## src/rtl/midi_stream_parser_if.sv

```systemverilog
// Byte-in / event-out bundle between the MIDI byte source, the parser and the
// synth voice/channel logic.
interface midi_stream_parser_if;
  logic        byte_valid;
  logic [7:0]  data;
  logic        ev_valid;
  logic [2:0]  ev_type;
  logic [3:0]  ev_channel;
  logic [6:0]  ev_data1;
  logic [6:0]  ev_data2;
  logic [13:0] ev_bend;

  modport master (
    output byte_valid, data,
    input  ev_valid, ev_type, ev_channel, ev_data1, ev_data2, ev_bend
  );

  modport slave (
    input  byte_valid, data,
    output ev_valid, ev_type, ev_channel, ev_data1, ev_data2, ev_bend
  );
endinterface

```

## src/rtl/midi_stream_parser.sv

```systemverilog
// MIDI byte-stream parser with running status, realtime pass-through, SysEx
// skipping and per-channel held-note tracking.
//
// state   | meaning
// IDLE    | no running status; data bytes are orphans
// WAIT_D1 | running status valid, expecting first data byte
// WAIT_D2 | first data byte held, expecting second
// SYSEX   | inside a system-exclusive dump; data bytes dropped
module midi_stream_parser #(
  parameter int NUM_CHANNELS = 16,
  parameter int CNT_W        = 4,
  parameter int ALL_OFF_CC   = 123
) (
  input  logic                    EXT_CLK,
  input  logic                    RST,
  midi_stream_parser_if.slave     bus,
  output logic [NUM_CHANNELS-1:0] chan_active,
  output logic                    rt_clock,
  output logic [7:0]              err_count
);

  typedef enum logic [1:0] {IDLE, WAIT_D1, WAIT_D2, SYSEX} state_t;

  localparam logic [CNT_W-1:0] CNT_MAX = '1;
  localparam logic [6:0]       ALL_OFF = 7'(ALL_OFF_CC);

  state_t           state;
  logic [2:0]       run_cmd;
  logic [3:0]       run_chan;
  logic [6:0]       d1_q;
  logic [CNT_W-1:0] cnt_q    [NUM_CHANNELS];
  logic [CNT_W-1:0] cnt_next [NUM_CHANNELS];
  logic [NUM_CHANNELS-1:0] active_next;

  logic       is_data, is_chan_status, is_sysex_start, is_common;
  logic       is_rt_clock, is_sys_reset;
  logic       single_data, msg_done, chan_ok, ev_fire;
  logic [6:0] msg_d1, msg_d2;
  logic [2:0] msg_type;

  always_comb begin
    is_data        = bus.byte_valid && !bus.data[7];
    is_chan_status = bus.byte_valid && bus.data[7] && (bus.data[7:4] != 4'hF);
    is_sysex_start = bus.byte_valid && (bus.data == 8'hF0);
    is_common      = bus.byte_valid && (bus.data >= 8'hF1) && (bus.data <= 8'hF7);
    is_rt_clock    = bus.byte_valid && (bus.data == 8'hF8);
    is_sys_reset   = bus.byte_valid && (bus.data == 8'hFF);

    // Program change (Cx) and channel pressure (Dx) carry one data byte.
    single_data = (run_cmd == 3'd4) || (run_cmd == 3'd5);
    msg_done    = is_data && (((state == WAIT_D1) && single_data) || (state == WAIT_D2));
    chan_ok     = int'(run_chan) < NUM_CHANNELS;
    ev_fire     = msg_done && chan_ok;

    if (state == WAIT_D2) begin
      msg_d1 = d1_q;
      msg_d2 = bus.data[6:0];
    end else begin
      msg_d1 = bus.data[6:0];
      msg_d2 = '0;
    end
    msg_type = ((run_cmd == 3'd1) && (msg_d2 == 7'd0)) ? 3'd0 : run_cmd;
  end

  always_comb begin
    active_next = '0;
    for (int c = 0; c < NUM_CHANNELS; c++) begin
      cnt_next[c] = cnt_q[c];
      if (is_sys_reset) begin
        cnt_next[c] = '0;
      end else if (ev_fire && (run_chan == 4'(c))) begin
        case (msg_type)
          3'd1: if (cnt_q[c] != CNT_MAX) cnt_next[c] = cnt_q[c] + 1'b1;
          3'd0: if (cnt_q[c] != '0) cnt_next[c] = cnt_q[c] - 1'b1;
          3'd3: if (msg_d1 == ALL_OFF) cnt_next[c] = '0;
          default: ;
        endcase
      end
      active_next[c] = (cnt_next[c] != '0);
    end
  end

  always_ff @(posedge EXT_CLK) begin
    if (RST) begin
      state          <= IDLE;
      run_cmd        <= '0;
      run_chan       <= '0;
      d1_q           <= '0;
      bus.ev_valid   <= 1'b0;
      bus.ev_type    <= '0;
      bus.ev_channel <= '0;
      bus.ev_data1   <= '0;
      bus.ev_data2   <= '0;
      bus.ev_bend    <= '0;
      rt_clock       <= 1'b0;
      err_count      <= '0;
      chan_active    <= '0;
      for (int c = 0; c < NUM_CHANNELS; c++) cnt_q[c] <= '0;
    end else begin
      bus.ev_valid <= 1'b0;
      rt_clock     <= is_rt_clock;
      chan_active  <= active_next;
      for (int c = 0; c < NUM_CHANNELS; c++) cnt_q[c] <= cnt_next[c];

      if (is_sys_reset) begin
        state          <= IDLE;
        run_cmd        <= '0;
        run_chan       <= '0;
        bus.ev_valid   <= 1'b1;
        bus.ev_type    <= 3'd7;
        bus.ev_channel <= '0;
        bus.ev_data1   <= '0;
        bus.ev_data2   <= '0;
        bus.ev_bend    <= '0;
      end else if (is_chan_status) begin
        state    <= WAIT_D1;
        run_cmd  <= bus.data[6:4];
        run_chan <= bus.data[3:0];
      end else if (is_sysex_start) begin
        state    <= SYSEX;
        run_cmd  <= '0;
        run_chan <= '0;
      end else if (is_common) begin
        state    <= IDLE;
        run_cmd  <= '0;
        run_chan <= '0;
      end else if (is_data) begin
        case (state)
          IDLE: if (err_count != 8'hFF) err_count <= err_count + 1'b1;
          WAIT_D1: begin
            d1_q <= bus.data[6:0];
            if (!single_data) state <= WAIT_D2;
          end
          WAIT_D2: state <= WAIT_D1;
          default: ;
        endcase
        if (ev_fire) begin
          bus.ev_valid   <= 1'b1;
          bus.ev_type    <= msg_type;
          bus.ev_channel <= run_chan;
          bus.ev_data1   <= msg_d1;
          bus.ev_data2   <= msg_d2;
          bus.ev_bend    <= (run_cmd == 3'd6) ? {msg_d2, msg_d1} : 14'd0;
        end
      end
    end
  end

endmodule
```

## src/flat_wrapper.sv

```systemverilog
// flat-port wrapper written by rule: the top's interface ports become plain ports
module midi_stream_parser_flat 
#(
  parameter int NUM_CHANNELS = 16,
  parameter int CNT_W        = 4,
  parameter int ALL_OFF_CC   = 123
)
  (EXT_CLK, RST, chan_active, rt_clock, err_count, bus_byte_valid, bus_data, bus_ev_valid, bus_ev_type, bus_ev_channel, bus_ev_data1, bus_ev_data2, bus_ev_bend);
  midi_stream_parser_if bus_i ();
  input  logic EXT_CLK;
  input  logic RST;
  output logic [NUM_CHANNELS-1:0] chan_active;
  output logic rt_clock;
  output logic [7:0] err_count;
  input wire logic [$bits(bus_i.byte_valid)-1:0] bus_byte_valid;
  input wire logic [$bits(bus_i.data)-1:0] bus_data;
  output wire logic [$bits(bus_i.ev_valid)-1:0] bus_ev_valid;
  output wire logic [$bits(bus_i.ev_type)-1:0] bus_ev_type;
  output wire logic [$bits(bus_i.ev_channel)-1:0] bus_ev_channel;
  output wire logic [$bits(bus_i.ev_data1)-1:0] bus_ev_data1;
  output wire logic [$bits(bus_i.ev_data2)-1:0] bus_ev_data2;
  output wire logic [$bits(bus_i.ev_bend)-1:0] bus_ev_bend;
  assign bus_i.byte_valid = bus_byte_valid;
  assign bus_i.data = bus_data;
  assign bus_ev_valid = bus_i.ev_valid;
  assign bus_ev_type = bus_i.ev_type;
  assign bus_ev_channel = bus_i.ev_channel;
  assign bus_ev_data1 = bus_i.ev_data1;
  assign bus_ev_data2 = bus_i.ev_data2;
  assign bus_ev_bend = bus_i.ev_bend;
  midi_stream_parser #(.NUM_CHANNELS(NUM_CHANNELS), .CNT_W(CNT_W), .ALL_OFF_CC(ALL_OFF_CC)) u_core (.EXT_CLK(EXT_CLK), .RST(RST), .bus(bus_i), .chan_active(chan_active), .rt_clock(rt_clock), .err_count(err_count));
endmodule
```

## config.mk

```make
export PLATFORM = sky130hd
export DESIGN_NAME = midi_stream_parser_flat
export DESIGN_NICKNAME = d
export VERILOG_FILES = /design/src/rtl/midi_stream_parser_if.sv /design/src/rtl/midi_stream_parser.sv /design/src/flat_wrapper.sv
export SDC_FILE = /design/constraint.sdc
export NUM_CORES = 1
export LEC_CHECK = 0
export ABC_AREA = 1
export BUFFER_PORTS_ARGS = -buffer_cell sky130_fd_sc_hd__buf_2
export CAP_MARGIN = 15
export CORE_ASPECT_RATIO = 0.5
export CORE_MARGIN = 3
export CORE_UTILIZATION = 40
export CTS_CLUSTER_DIAMETER = 100
export DETAILED_ROUTE_END_ITERATION = 8
export GPL_ROUTABILITY_DRIVEN = 1
export GPL_TIMING_DRIVEN = 0
export SETUP_SLACK_MARGIN = 0.3
export SYNTH_ARGS = -nofsm -noshare
export SYNTH_HDL_FRONTEND = slang
export SYNTH_SLANG_ARGS = --single-unit
```

## constraint.sdc

```tcl
create_clock -name EXT_CLK -period 2.19 [get_ports EXT_CLK]
set_input_delay 0.3285 -clock EXT_CLK [delete_from_list [all_inputs] [get_ports EXT_CLK]]
set_output_delay 0.3285 -clock EXT_CLK [all_outputs]
set_load 0.01 [all_outputs]
```

Word-level counts from Yosys, hierarchy flattened
Memories as Yosys holds them, arrays and structs flattened.
Index checks and enable logic that the tools add are counted.

storage, ports and cells
  register bits after elaboration = 77
  memory bits (writable) = 64
  output and inout bits = 61
  word-level logic and storage cells = 344
  memories kept = 1

memory list
  memory        words  bits a word  rd ports  clocked after memory_dff  wr ports  line                      source
  u_core.cnt_q  16     4            16        0                         16        midi_stream_parser.sv:31  logic [CNT_W-1:0] cnt_q [NUM_CHANNELS];

cells by class
  add/subtract/negate cells = 33
  order comparisons = 2
  eq/ne operators = 50
  multiplexer cells = 143
  bitwise logic cells = 20
  reductions and logical operators = 81

operator list
  operator                                                  number
  two-way mux 4 bit                                         99
  one-hot mux 4 bit (3 select lines)                        16
  nonzero test 4 bit                                        34
  inequality test 4 bit, second input constant              17
  adder 4 x 1 -> 4 bit, second input constant               16
  subtractor 4 x 1 -> 4 bit, second input constant          16
  equality test 4 bit, second input constant                8
  two-way mux 3 bit                                         10
  logical AND 1 bit                                         27
  equality test 8 bit, second input constant                3
  equality test 4 x 3 -> 1 bit, second input constant       4
  OR 1 bit                                                  16
  two-way mux 14 bit                                        1
  two-way mux 7 bit                                         2
  two-way mux 1 bit                                         10
  AND reduction 5 bit                                       2
  equality test 3 bit, second input constant                3
  adder 8 x 1 -> 8 bit, second input constant               1
  equality test 4 x 2 -> 1 bit, second input constant       2
  greater-or-equal comparator 8 bit, second input constant  1
  less-or-equal comparator 8 bit, second input constant     1
  two-way mux 2 bit                                         4
  inequality test 8 bit, second input constant              1
  equality test 7 bit, second input constant                1
  24 further kinds                                          34

Logic depth before layout (Yosys ltp)
Gate-level depths: netlist of the first run.

  depth in word-level cells = 11
  depth in mapped cells = 17
  depth with buffers taken out = 16

Worst setup path after synthesis of the first run
Ideal clock, no wire load.

  path type = reg-to-reg
  start point = register u_core.state[0]
  end point = register u_core.chan_active[14]
  library setup time = 58 ps
  arrival time = 1947 ps
  data required time = 2132 ps
  path slack = 184 ps
  stages on the path, launching flop included = 17
  clock period less this slack = 2006 ps
  path through = dfxtp_1 -> inv_1 -> ha_1 -> buf_6 -> nand2_1 -> nand2_1 -> nor2_4 -> nand2_4 -> nand2_4 -> nand2_4 -> buf_6 -> buf_6 -> o21ai_0 -> nand2_1 -> nand4_1 -> nand2_1 -> nand2_1

between the ends
  word-level cells in the longest chain between the ends = 10
  elaborated cells on any way between the ends = 20

ends and longest elaborated chain
  element                                                     line                                                source
  start: declaration                                          midi_stream_parser.sv:27                            state_t state;
  start signal: assignment                                    midi_stream_parser.sv:85                            state <= IDLE;
  start signal: assignment                                    midi_stream_parser.sv:106                           state <= IDLE;
  start signal: assignment                                    midi_stream_parser.sv:116                           state <= WAIT_D1;
  equality test 2 bit                                         midi_stream_parser.sv:51, midi_stream_parser.sv:55
  two-way mux 7 bit                                           midi_stream_parser.sv:55                            if (state == WAIT_D2) begin
  zero test 7 bit                                             midi_stream_parser.sv:62                            msg_type = ((run_cmd == 3'd1) && (msg_d2 == 7'd0)) ? 3'd0 : run_cmd;
  logical AND 1 bit                                           midi_stream_parser.sv:62
  two-way mux 3 bit                                           midi_stream_parser.sv:62
  equality test 3 x 2 -> 1 bit, or another cell as far along  midi_stream_parser.sv:72                            case (msg_type)
  one-hot mux 4 bit (3 select lines)                          midi_stream_parser.sv:72
  two-way mux 4 bit (*)                                       midi_stream_parser.sv:71                            end else if (ev_fire && (run_chan == 4'(c))) begin
  two-way mux 4 bit (*)                                       midi_stream_parser.sv:69                            if (is_sys_reset) begin
  nonzero test 4 bit (*)                                      midi_stream_parser.sv:79                            active_next[c] = (cnt_next[c] != '0);
  end signal: assignment                                      midi_stream_parser.sv:102                           chan_active <= active_next;
  end: declaration                                            midi_stream_parser.sv:17                            output logic [NUM_CHANNELS-1:0] chan_active,

Every way passes the cells marked *; elsewhere a longest branch is shown, timed or not.
A chain may end at the register's enable or synchronous reset.

Worst setup path after layout of the first run
  start point = register u_core.state[0]
  end point = register u_core.chan_active[7]

Same word-level chain as after synthesis.

==> results of run 1 <==
-- flip-flops by register name (all words and copies together), names as in the netlist --
signal / flops
u_core.run_chan: 4
u_core.cnt_q: 64
u_core.rt_clock: 1
u_core.run_cmd: 3
u_core.chan_active: 16
u_core.bus.ev_data1: 7
u_core.bus.ev_bend: 14
u_core.d1_q: 7
u_core.bus.ev_channel: 4
u_core.err_count: 8
u_core.state: 2
u_core.bus.ev_type: 3
u_core.bus.ev_data2: 7
u_core.bus.ev_valid: 1
-- power groups by stage --
stage                     clock network, uW  registers [uW]  logic [uW]
after floorplan                           0            2660         218
after global placement                    0            2660         362
after detailed placement                  0            2660         365
after CTS                              2900            2600         494
after global routing                   3010            2600         579
final                                  2870            2600         551
-- metrics by stage --
stage	hold WS, ps	setup WS (ps)	instances	cell area (um^2)
2_1_floorplan	429	269	1401	9020
3_3_place_gp	449	-432	1761	9720
3_5_place_dp	453	-453	1761	9720
4_1_cts	190	-21.0	1835	11300
5_1_grt	223	-166	1850	12000
6_report	206	-98.8	1850	12000
-- worst max-delay path by stage --
stage                         start                    end  cells past startpoint
floorplan           u_core.state[1]  u_core.chan_active[4]                     14
global placement    u_core.state[1]  u_core.chan_active[4]                     14
detailed placement  u_core.state[1]  u_core.chan_active[4]                     14
CTS                 u_core.state[0]  u_core.chan_active[0]                     17
global route        u_core.state[0]  u_core.chan_active[0]                     15
finish              u_core.state[0]  u_core.chan_active[7]                     16
-- critical path, cell delays in order, from the launching register on --
cell and delay (ps):
dfxtp_2 340, inv_2 50, ha_4 190, buf_8 140
buf_8 120, nand2_2 50, o21a_1 150, nor2_2 50
nand2_2 120, nand4_4 190, buf_6 190, buf_12 150
nand2_8 110, nand2_4 60, a21oi_4 170, nor2_1 70
nand2_1 60
-- cell usage after synthesis (all sizes together) --
| cell type | instances |
|---|---|
| nand2 | 407 |
| a21oi | 165 |
| dfxtp | 141 |
| nor2 | 138 |
| inv | 137 |
| nand3 | 133 |
| o21ai | 81 |
| ha | 36 |
| xor2 | 36 |
| buf | 29 |
| nand4 | 23 |
| clkbuf | 22 |
| nor3 | 22 |
| o22ai | 7 |
| o21bai | 6 |
| a211oi | 3 |
| or2 | 3 |
| nand3b | 2 |
| o211ai | 2 |
| o21a | 2 |
| xnor2 | 2 |
| a311oi | 1 |
| and3 | 1 |
| clkinv | 1 |
| nor4 | 1 |
-- cell type report --
type                            instances  area share
Buffer                                 51      0.0375
Inverter                              138      0.0460
Clock inverter                         14      0.0110
Tap cell                              292      0.0303
Multi-Input combinational cell       1071       0.522
Clock buffer                           18      0.0365
Timing Repair Buffer                  125      0.0818
Sequential cell                       141       0.235
-- layout by cell type (no fill, tap or decap), types with 5 or more instances in the layout --
| cell type | n |
|---|---|
| a21oi_1 | 88 |
| a21oi_2 | 61 |
| a21oi_4 | 16 |
| buf_12 | 10 |
| buf_16 | 5 |
| buf_2 | 72 |
| buf_4 | 39 |
| buf_6 | 15 |
| buf_8 | 7 |
| clkbuf_1 | 9 |
| clkbuf_16 | 19 |
| clkbuf_2 | 14 |
| clkinv_4 | 5 |
| dfxtp_1 | 138 |
| ha_1 | 35 |
| inv_1 | 128 |
| inv_2 | 5 |
| inv_6 | 6 |
| nand2_1 | 338 |
| nand2_2 | 42 |
| nand2_4 | 17 |
| nand2_8 | 10 |
| nand3_1 | 124 |
| nand3_2 | 7 |
| nand4_1 | 22 |
| nor2_1 | 121 |
| nor2_2 | 9 |
| nor2_4 | 8 |
| nor3_1 | 16 |
| o21ai_0 | 70 |
| o21ai_1 | 6 |
| o22ai_2 | 7 |
| xor2_1 | 36 |
-- layer usage --
metal,GRT usage,wire [um]
met5,0,0
met4,0.0851,594
met3,0.0529,2160
met2,0.378,13700
met1,0.321,13600
-- cells by family after synthesis --
family / after synthesis
flip-flops: 141
adder cells (fa/ha/maj): 36
XOR/XNOR: 38
buffers and inverters: 189
AO/OA/AOI/OAI: 267
AND/OR/NAND/NOR: 730
-- timing repair --
item	4_1_cts	5_1_grt
setup buffers	37	12
gates resized for setup	170	154
endpoints found under the setup margin	118	120
cloned	5	3
pin swaps	49	52
==> impl_metrics.toml, run 1 <==
[synth]
syn-num-nets = 1448
synth_mux_area_frac = 0
ys_seq_elements = 141
ys_warn_count = 0
yosysUniqueCellTypes = 40
syn_area_per_cell_um2 = 6.38
syn_inst = 1401
synth_top_area_share = 0.316
seq_area_frac_synth = 0.316
synth-xor-area-share = 0.0372
synth.area.top_cells = "dfxtp_1 (32%), nand2_1 (17%), a21oi_1 (8.6%)"
synth_top_family_by_area = "simple AND/OR/NAND/NOR gates"
synth_compound_area_frac = 0.163
yosysTopAreaCell = "dfxtp_1"
yosys.area_share.adder = 0.0504
syn-cell-area_mm2 = 0.00893
synthSimpleGateAreaFrac = 0.346

[clock_network]
clk_latency_ps = 430
cts_buffer_depth = 2
hold_buffers = 0
cts_tree = "yes"
cts.htree.levels = 4
cts_buffers = 17
root_buffer = "clkbuf_16"
clock-sinks = 141
clk_pin_slew_worst_paths_ps = 70

[status]
violations = "negative setup slack"
status = "finished, violations left"

[power_and_ir_drop]
ir_worst_vdd_mv = 0.538
power.density_mw_per_mm2 = 500
leakage_uw = 0.00502
swShare = 0.272
p_int_uw = 4390
combPwrFrac = 0.091
p_clk_frac = 0.477
p_sw_uw = 1640
p_total_uw = 6030
seqPwrFrac = 0.432

[timing]
setup_ws_ps = -98.8
report.final.slew_viol_count = 0
fin_crit_sh = 1.05
setup_viol = 15
worst_slew_pin_slew_ps = 546
hold_viol_final = 0
timing.fmax_mhz = 437
finalSetupTns_ps = -873
rsz0062_at_grt = "true"
period_minus_slack_ps = 2290
clock_skew_ps = 8.16
maxSlewHeadroom = 0.636

[route]
routedWlPerCell_um = 16.2
num_vias = 9889
drt-initial-drc-count = 881
firstDrtPassIters = 6
drt_wl_total_mm = 30.1
vias_per_cell = 5.35
drc = 0
antenna_left = 0

[floorplan]
die_area_mm2 = 0.0243
chipWidth_um = 217
die_h_um = 112
start_util = 0.420
io_pins = 72
core_mm2 = 0.0212
rows = 37

[cells_and_area]
final_util = 0.567
num_antenna_cells = 0
drive_gt1_frac = 0.262
multi_input_area_mm2 = 0.00629
syn2layout_area_growth_pct = 34.8
nets = 1592
nFillCells = 1944
seqCellArea_mm2 = 0.00283

[setup_path]
critPathLaunchType = "flop"
required_ps = 2560
critPathMaxFanout = 5
rrSetupSlack_ps = -100
cp-end-kind = "flop"
r2r-start = "u_core.state[0]"
rr_worst_depth = 16
path_class = "reg -> reg"
cp.arrival_ps = 2660
reg2reg_to = "u_core.chan_active[7]"

[place]
gp_congestion = 0.892
port_buffers = 68
dp_hpwl_mm = 20.0

[grt]
grt_pass1_vias = 9181
grt_pass1_wl_mm = 46.5
grt_util_all_layers = 0.239
antenna_found_initial = 0
overflow = 0
grt_start_max_net_pins = 17

[worst_hold_path]
hold_path.class = "in -> reg"
min_path_cells = 3
hold_end = "u_core.run_chan[2]"
holdCritStartpoint = "bus_data[2]"

[run]
max_cap_violations = 0
Power figures use the tool's default switching activity.
==> run 2, diff against run 1 <==
Settings changed: SETUP_SLACK_MARGIN 0.3 to 0.1.
==> run 2 against run 1 <==
  * The run still ends with negative setup slack left
  * Core utilization fell by 0.49 points
  * Critical endpoint is now u_core.chan_active[0]
  * Global-route usage decreased by 0.79 points
  * Wire length decreased by 1.9%
  * Critical path depth is the same
  * Fmax up 1.8%
  * Die area unchanged
  * Final cell count is 0.43% lower
  * Final area down 0.86%
  * Sequential share of layout area increased by 0.20 points
  * Worst hold slack gained 22 ps
==> impl_metrics.toml, run 2 (synthesis results as in run 1) <==
[run]
max_cap_violations = 0

[timing]
rsz0062_at_grt = "true"
worst_slew_pin_slew_ps = 602
setup_viol = 15
hold_viol_final = 0
period_minus_slack_ps = 2250
finalSetupTns_ps = -443
fin_crit_sh = 1.03
timing.fmax_mhz = 445
clock_skew_ps = 10.8
setup_ws_ps = -59.2
fin_hold_ws_ps = 229
maxSlewHeadroom = 0.598
report.final.slew_viol_count = 0

[worst_hold_path]
hold_path.class = "in -> reg"
holdCritStartpoint = "bus_data[5]"
min_path_cells = 3
hold_end = "u_core.run_cmd[1]"

[setup_path]
r2r-start = "u_core.state[0]"
path_class = "reg -> reg"
rrSetupSlack_ps = -60
cp.arrival_ps = 2560
critPathLaunchType = "flop"
critPathMaxFanout = 7
worstPathCellList = "inv_2, ha_4, buf_8, buf_6, nand2_1, nand2_2, nand2_1, nor2_2, nand2_2, nand4_4, clkbuf_16, nand2_8, a21oi_4, nand2_1, nand2_1, nand2_1"
critical_path.slowest_cell = "dfxtp_2"
critPathMaxStageDelay_ps = 320
rr_worst_depth = 16
required_ps = 2510
reg2reg_to = "u_core.chan_active[0]"
path_common_cell = "nand2_1"
cp-end-kind = "flop"
critPathTopFamily = "simple AND/OR/NAND/NOR gates"
crit_buf_inv = 4

[route]
antenna_left = 0
drt_wl_total_mm = 29.5
vias_per_cell = 5.33
drt-initial-drc-count = 798
routedWlPerCell_um = 16.0
num_vias = 9809
drc = 0
firstDrtPassIters = 8

[clock_network]
root_buffer = "clkbuf_16"
clk_pin_slew_worst_paths_ps = 60
cts_buffer_depth = 2
hold_buffers = 0
cts.htree.levels = 4
clk_latency_ps = 430
clock-sinks = 141
cts_tree = "yes"
cts_buffers = 17

[grt]
grt_util_all_layers = 0.231
grt_pass1_wl_mm = 45.2
grt_start_max_net_pins = 17
overflow = 0
grt_pass1_vias = 8989
antenna_found_initial = 0

[power_and_ir_drop]
leakage_uw = 0.00493
ir_worst_vdd_mv = 0.572
power.density_mw_per_mm2 = 531
p_total_uw = 6340

[status]
violations = "negative setup slack"
status = "finished, violations left"

[floorplan]
chipWidth_um = 217
die_area_mm2 = 0.0243
die_h_um = 112
start_util = 0.420
rows = 37
io_pins = 72
core_mm2 = 0.0212

[place]
port_buffers = 68
gp_congestion = 0.897
dp_hpwl_mm = 19.9
placedCellCount = 1761

[cells_and_area]
drive_gt1_frac = 0.258
num_antenna_cells = 0
syn2layout_area_growth_pct = 33.7
nets = 1585
nFillCells = 1971
layout.cells.non_filler = 1842
largest_registers = "u_core.cnt_q (64), u_core.chan_active (16), u_core.bus.ev_bend (14)"
layout_commonest_cell = "nand2_1"
largest_reg_flops = 64
top_register = "u_core.cnt_q"
final_cell_mix = "nand2_1 (332), dfxtp_1 (138), inv_1 (126), nor2_1 (123), nand3_1 (122)"
## run 2: metal layers
layer  global-route usage  share of wire  vias to the layer above
li1                     -              -                     4852
met5                    0              0                        -
met3               0.0480          0.073                       56
met1                0.310           0.45                     4563
met4               0.0712          0.021                        0
met2                0.374           0.46                      338
## run 2: worst max-delay path by stage
stage | from | to | cells past startpoint
finish | u_core.state[0] | u_core.chan_active[0] | 16
CTS | u_core.state[0] | u_core.chan_active[7] | 14
global route | u_core.state[0] | u_core.chan_active[0] | 16
floorplan | u_core.state[0] | u_core.chan_active[14] | 16
global placement | u_core.state[0] | u_core.chan_active[15] | 17
detailed placement | u_core.state[0] | u_core.chan_active[15] | 17
## run 2: worst min-delay path: stages
cell and delay (ps):
buf_2 150, nand2_1 80, a21oi_1 60
## run 2: area by class of cell
type	instances	area [um^2]	area share
clock inverter	10	188	0.0157
clock buffer	21	450	0.0377
multi-input combinational	1071	6330	0.530
sequential	141	2830	0.237
buffer	51	393	0.0329
timing repair buffer	118	845	0.0707
tap	292	365	0.0306
inverter	138	547	0.0458
## run 2: through the flow
step	setup slack, ps	instance area, um^2	util
2_1_floorplan	184	8930	-
3_3_place_gp	-486	9640	0.454
3_5_place_dp	-495	9640	0.454
4_1_cts	-16.6	11000	0.517
5_1_grt	-153	11900	0.562
6_report	-59.2	11900	0.562
## run 2: where the power goes
part           internal (uW)  switching, uW  total [uW]
registers               2580           19.6        2600
clock network           2050           1150        3200
logic                    182            353         535
## run 2: repair_timing
item,in CTS,in global routing
pin swaps,20,70
setup endpoints to repair,115,114
buffers inserted,30,16
cloned,1,3
gates resized for setup,118,206
